File: src/rtl/traffic_pkg.sv
// Shared types and constants for the intersection scheduler: state encoding,
// active-low lamp patterns and default phase durations in ticks.
package traffic_pkg;

  typedef enum logic [2:0] {
    NS_GREEN  = 3'd0,
    NS_YELLOW = 3'd1,
    ALL_RED1  = 3'd2,
    EW_GREEN  = 3'd3,
    EW_YELLOW = 3'd4,
    ALL_RED2  = 3'd5,
    PED_WALK  = 3'd6
  } state_t;

  typedef enum logic {
    DIR_NS = 1'b0,
    DIR_EW = 1'b1
  } dir_t;

  // {red,yellow,green}, 0 = lamp on
  localparam logic [2:0] LAMP_RED = 3'b011;
  localparam logic [2:0] LAMP_YEL = 3'b101;
  localparam logic [2:0] LAMP_GRN = 3'b110;

  localparam int DEF_GREEN_T  = 5;
  localparam int DEF_YELLOW_T = 2;
  localparam int DEF_ALLRED_T = 1;
  localparam int DEF_WALK_T   = 8;

endpackage

File: src/rtl/tick_gen.sv
// Free-running prescaler: one-clk tick every TICK_DIV cycles, restarted by rst.
module tick_gen #(
  parameter int TICK_DIV = 50_000_000
) (
  input  logic clk,
  input  logic rst,
  output logic tick
);

  localparam int CNT_W = $clog2(TICK_DIV);
  localparam logic [CNT_W-1:0] CNT_MAX = CNT_W'(TICK_DIV - 1);

  logic [CNT_W-1:0] cnt;

  always_ff @(posedge clk) begin
    if (rst || tick) cnt <= '0;
    else             cnt <= cnt + 1'b1;
  end

  assign tick = (cnt == CNT_MAX);

endmodule

File: src/rtl/intersection_sched.sv
// Two-way traffic-light scheduler with optional pedestrian walk phase
// (enabled by defining INTERSECTION_PED_EN).
module intersection_sched
  import traffic_pkg::*;
#(
  parameter int TICK_DIV = 50_000_000,
  parameter int GREEN_T  = DEF_GREEN_T,
  parameter int YELLOW_T = DEF_YELLOW_T,
  parameter int ALLRED_T = DEF_ALLRED_T,
  parameter int WALK_T   = DEF_WALK_T
) (
  input  logic       clk,
  input  logic       rst,
  input  logic       ped_req,
  output logic [2:0] ns_leds,
  output logic [2:0] ew_leds,
  output logic       ped_walk,
  output logic       ped_ack,
  output logic [3:0] seconds_left,
  output logic [2:0] phase
);

  state_t     state, state_nxt;
  logic [3:0] secs, secs_nxt;
  logic       tick;

  tick_gen #(.TICK_DIV(TICK_DIV)) u_tick_gen (
    .clk  (clk),
    .rst  (rst),
    .tick (tick)
  );

  function automatic logic [3:0] dur(input state_t s);
    case (s)
      NS_GREEN, EW_GREEN:   dur = 4'(GREEN_T);
      NS_YELLOW, EW_YELLOW: dur = 4'(YELLOW_T);
      PED_WALK:             dur = 4'(WALK_T);
      default:              dur = 4'(ALLRED_T);
    endcase
  endfunction

`ifdef INTERSECTION_PED_EN
  logic ped_pending, pend_nxt, ack_nxt;
  dir_t next_dir, dir_nxt;
`endif

  always_comb begin
    state_nxt = state;
    secs_nxt  = secs;
`ifdef INTERSECTION_PED_EN
    pend_nxt  = ped_pending | (ped_req && (state != PED_WALK));
    dir_nxt   = next_dir;
    ack_nxt   = 1'b0;
`endif
    if (tick) begin
      if (secs != 4'd0) begin
        secs_nxt = secs - 4'd1;
      end else begin
        case (state)
          NS_GREEN:  state_nxt = NS_YELLOW;
          NS_YELLOW: state_nxt = ALL_RED1;
          ALL_RED1:  state_nxt = EW_GREEN;
          EW_GREEN:  state_nxt = EW_YELLOW;
          EW_YELLOW: state_nxt = ALL_RED2;
          default:   state_nxt = NS_GREEN;
        endcase
`ifdef INTERSECTION_PED_EN
        // A request latched this very cycle waits for the next all-red.
        if (state == PED_WALK) begin
          state_nxt = (next_dir == DIR_EW) ? EW_GREEN : NS_GREEN;
        end else if ((state == ALL_RED1 || state == ALL_RED2) && ped_pending) begin
          dir_nxt   = (state == ALL_RED1) ? DIR_EW : DIR_NS;
          state_nxt = PED_WALK;
          pend_nxt  = 1'b0;
          ack_nxt   = 1'b1;
        end
`endif
        secs_nxt = dur(state_nxt);
      end
    end
  end

  always_ff @(posedge clk) begin
    if (rst) begin
      state <= ALL_RED2;
      secs  <= 4'(ALLRED_T);
    end else begin
      state <= state_nxt;
      secs  <= secs_nxt;
    end
  end

`ifdef INTERSECTION_PED_EN
  always_ff @(posedge clk) begin
    if (rst) begin
      ped_pending <= 1'b0;
      next_dir    <= DIR_NS;
      ped_ack     <= 1'b0;
    end else begin
      ped_pending <= pend_nxt;
      next_dir    <= dir_nxt;
      ped_ack     <= ack_nxt;
    end
  end

  assign ped_walk = (state == PED_WALK);
`else
  logic unused_ped_req;
  assign unused_ped_req = ped_req;
  assign ped_walk       = 1'b0;
  assign ped_ack        = 1'b0;
`endif

  always_comb begin
    ns_leds = LAMP_RED;
    ew_leds = LAMP_RED;
    case (state)
      NS_GREEN:  ns_leds = LAMP_GRN;
      NS_YELLOW: ns_leds = LAMP_YEL;
      EW_GREEN:  ew_leds = LAMP_GRN;
      EW_YELLOW: ew_leds = LAMP_YEL;
      default: ;
    endcase
  end

  assign seconds_left = secs;
  assign phase        = state;

endmodule
File: config.mk
export PLATFORM = sky130hd
export DESIGN_NAME = intersection_sched
export DESIGN_NICKNAME = d
export VERILOG_FILES = /design/src/rtl/traffic_pkg.sv /design/src/rtl/tick_gen.sv /design/src/rtl/intersection_sched.sv
export SDC_FILE = /design/constraint.sdc
export NUM_CORES = 1
export LEC_CHECK = 0
export ABC_AREA = 1
export ABC_CLOCK_PERIOD_IN_PS = 1900
export CAP_MARGIN = 20
export CORE_UTILIZATION = 57
export CTS_CLUSTER_DIAMETER = 80
export DETAILED_ROUTE_END_ITERATION = 6
export PLACE_DENSITY = 0.85
export REMOVE_ABC_BUFFERS = 1
export SYNTH_ARGS = -nofsm -noshare
export SYNTH_HDL_FRONTEND = slang
export SYNTH_SLANG_ARGS = --single-unit
File: constraint.sdc
create_clock -name clk -period 1.9 [get_ports clk]
set_input_delay 0.19 -clock clk [delete_from_list [all_inputs] [get_ports clk]]
set_output_delay 0.19 -clock clk [all_outputs]
set_load 0.03 [all_outputs]
==> summary.txt <==
Outcome
  – Status: finished clean

Floorplanning
  – Die span in y: 61.9 um
  – Core box area: 3390 um^2
  – Width of the chip: 61.9 um
  – Die area: 3830 um^2
  – Cell row count: 21
  – Initial Utilization: 60.4%
  – I/O pin count: 18

Timing
  – Setup repair after global routing missed its margin: false
  – Setup WS post-layout: 216 ps
  – Number of slew-limit violations in the final report: 0
  – Max Clock Freq: 0.594 GHz
  – Final hold vios: 0
  – Min Clock Period, post-route: 1680 ps
  – Final clock period utilization by the worst path: 88.6%
  – Final count of negative-setup-slack endpoints: 0
  – Total negative setup slack: 0 ps
  – Worst clock skew: 11.2 ps

Logic synthesis
  – FF+latch count, synth: 33
  – Post-synthesis instance area: 2050 um^2
  – Unique masters post-synth: 27
  – Avg Inst Size Synth: 6.65 um^2
  – Number of instances in the synthesized netlist: 308
  – Part of the Yosys area used for sequential elements: 32.3%
  – Ys Warns: 0

Critical path
  – Buffers and inverters on the worst path: 1
  – Crit. path cell count: 3
  – Worst Path Max Fanout: 8
  – Largest stage delay on the critical path: 460 ps
  – Critical Path End Type: output port
  – CP Data Required Time: 1710 ps
  – Master of the slowest instance on the critical path: sky130_fd_sc_hd__dfxtp_1
  – Startpoint type of the worst setup path: flop
  – Category of the critical setup timing path: reg2out
  – Crit path arrival time: 1490 ps
  – Crit-path leading delay family: flip-flops
  – Ordered cell list for the critical path: nand3_1 -> nand2_1 -> dlygate4sd2_1
  – Number of cells traversed by the worst register-to-register path: 8

Routing
  – Number of iterations in the first detailed-routing pass: 4
  – Number of design rule violations left after detail routing: 0
  – Number of violations reported at the end of detailed-routing iteration 0: 79
  – Mean routed wirelength per cell: 11.0 um
  – Overall routed net length: 4.11 mm
  – Via count of the routed design: 1911
  – Via density: 5.10
  – Number of nets with antenna violations after detailed routing: 0

Global routing
  – Total grt overflow: 0
  – Largest net degree at the start of global routing: 24
  – Number of antenna violations at the first check in global routing: 0
  – First-pass GRT wire length: 6.67 mm
  – Via count of the first global-routing pass: 1611
  – Overall global routing resource usage: 23.5%

Layout
  – Count of antenna diodes in the layout: 0
  – Commonest cells after routing, fill and taps aside: sky130_fd_sc_hd__nand2_1 (86), sky130_fd_sc_hd__nor2_1 (55), sky130_fd_sc_hd__inv_1 (33), sky130_fd_sc_hd__dfxtp_1 (33), sky130_fd_sc_hd__nand3_1 (19)
  – Total number of nets in the final design: 333
  – Commonest non-fill, non-tap cell in the layout: sky130_fd_sc_hd__nand2_1
  – Layout cells sized above 1: 14.6%
  – Area delta synth->final: 10.6%

Clock network
  – Root buffer selected by CTS: sky130_fd_sc_hd__clkbuf_4
  – Clock-pin slew on the worst setup and hold paths: 100 ps
  – Number of buffers created by CTS: 5
  – Post CTS Setup Buffer Count: 0
  – Max clock buf depth: 2
  – TritonCTS clock tree: done
  – Clock latency of the later-clocked register in the worst-skew pair: 320 ps
  – Clock Sinks: 33
  – Number of levels the H-tree was split into: 2

Placed design
  – Placer congestion estimate: 0.831
  – Worst setup slack after placement: 279 ps
  – Port Buffer Count: 14
  – DPL Wire Length: 3.15 mm

Min path
  – Hold Path Depth: 1
  – Worst hold path class: reg2reg

Power
  – Standby leakage power: 0.000840 uW
  – Power density of the placed cells: 491 nW/um^2
  – IR Drop Worst-Case VDD: 0.443 mV

Job
  – Max-capacitance violation count: 0
## registers in the layout (all words and copies together) (netlist names)
| signal | count |
|---|---|
| seconds_left | 4 |
| u_tick_gen.cnt | 26 |
| phase | 3 |
## Yosys cell counts, drive strengths merged
cell type  number  share of area (%)
dfxtp          33                 32
buf             4                2.7
conb            1               0.18
nand2          95                 20
xnor2           2               0.86
nor2           73                 17
nand3b          4                1.5
or2             1               0.31
nand4           6                1.8
a21o            1               0.37
nor3            7                2.4
inv            34                6.2
a21oi          17                5.6
ha              2                1.2
nand3          20                5.1
o21ai           3               0.73
xor2            5                2.1
## cell families after synthesis
family,after synthesis,share of synthesized area (%)
xor gates and xnor gates,7,3.00
buffers and inverters,38,8.92
adders and majority gates,2,1.22
other,1,0.183
AOI/OAI and AO/OA,21,6.72
and+or+nand+nor,206,47.7
DFF,33,32.3
## through the flow
stage / area (um^2) / total power (uW) / hold slack [ps] / util (%) / instances
finish: 2260 / 1110 / 480 / 66.8 / 375
global route: 2260 / 1160 / 508 / 66.8 / 375
CTS: 2250 / 1120 / 489 / 66.5 / 375
detailed placement: 2210 / 760 / 465 / 65.2 / 367
global placement: 2210 / 759 / 457 / 65.2 / 367
floorplan: 2000 / 748 / 259 / - / 305
## routing by layer
metal	routed length [um]	global-route usage, %	vias to the layer above
li1	-	-	1004
met5	0	0	-
met2	1940	40.6	25
met4	40	5.71	0
met1	2000	30.7	877
met3	123	3.73	5
## power by group
part,switching [uW],internal [uW],leakage [uW]
sequential,5.20,696,0.000266
clock,222,148,0.0000265
combinational,29.5,12.1,0.000547
total,257,856,0.000840
## what timing repair did
item                                    CTS  global route
endpoints found under the setup margin    2             4
hold buffers                              0             0
gates resized for setup                   2             4
## cell type report
| type | instances | area (um^2) |
|---|---|---|
| tap | 46 | 57.6 |
| clock buffer | 8 | 48.8 |
| fill | 294 | 1120 |
| sequential | 33 | 661 |
| multi-input combinational | 238 | 1210 |
| inverter | 34 | 128 |
| timing repair buffer | 16 | 163 |
## worst reg2reg max path: stages (launching register included)
cell	delay, ps
sky130_fd_sc_hd__dfxtp_1	400
sky130_fd_sc_hd__ha_1	230
sky130_fd_sc_hd__nand2_2	100
sky130_fd_sc_hd__nor2_4	150
sky130_fd_sc_hd__nand2_4	70
sky130_fd_sc_hd__nor2_4	170
sky130_fd_sc_hd__nand2_4	100
sky130_fd_sc_hd__nand2_8	200
sky130_fd_sc_hd__nor3_1	80
## worst paths after layout
| path | start | end | slack, ps |
|---|---|---|---|
| max reg2reg | u_tick_gen.cnt[0]$_SDFF_PP0_ | u_tick_gen.cnt[6]$_SDFF_PP0_ | 290 |
| max | phase[0]$_SDFFE_PP1P_ | ew_leds[2] | 220 |
| min | u_tick_gen.cnt[0]$_SDFF_PP0_ | u_tick_gen.cnt[0]$_SDFF_PP0_ | 480 |
| min reg2reg | u_tick_gen.cnt[0]$_SDFF_PP0_ | u_tick_gen.cnt[0]$_SDFF_PP0_ | 480 |
Power figures use the tool's default switching activity.
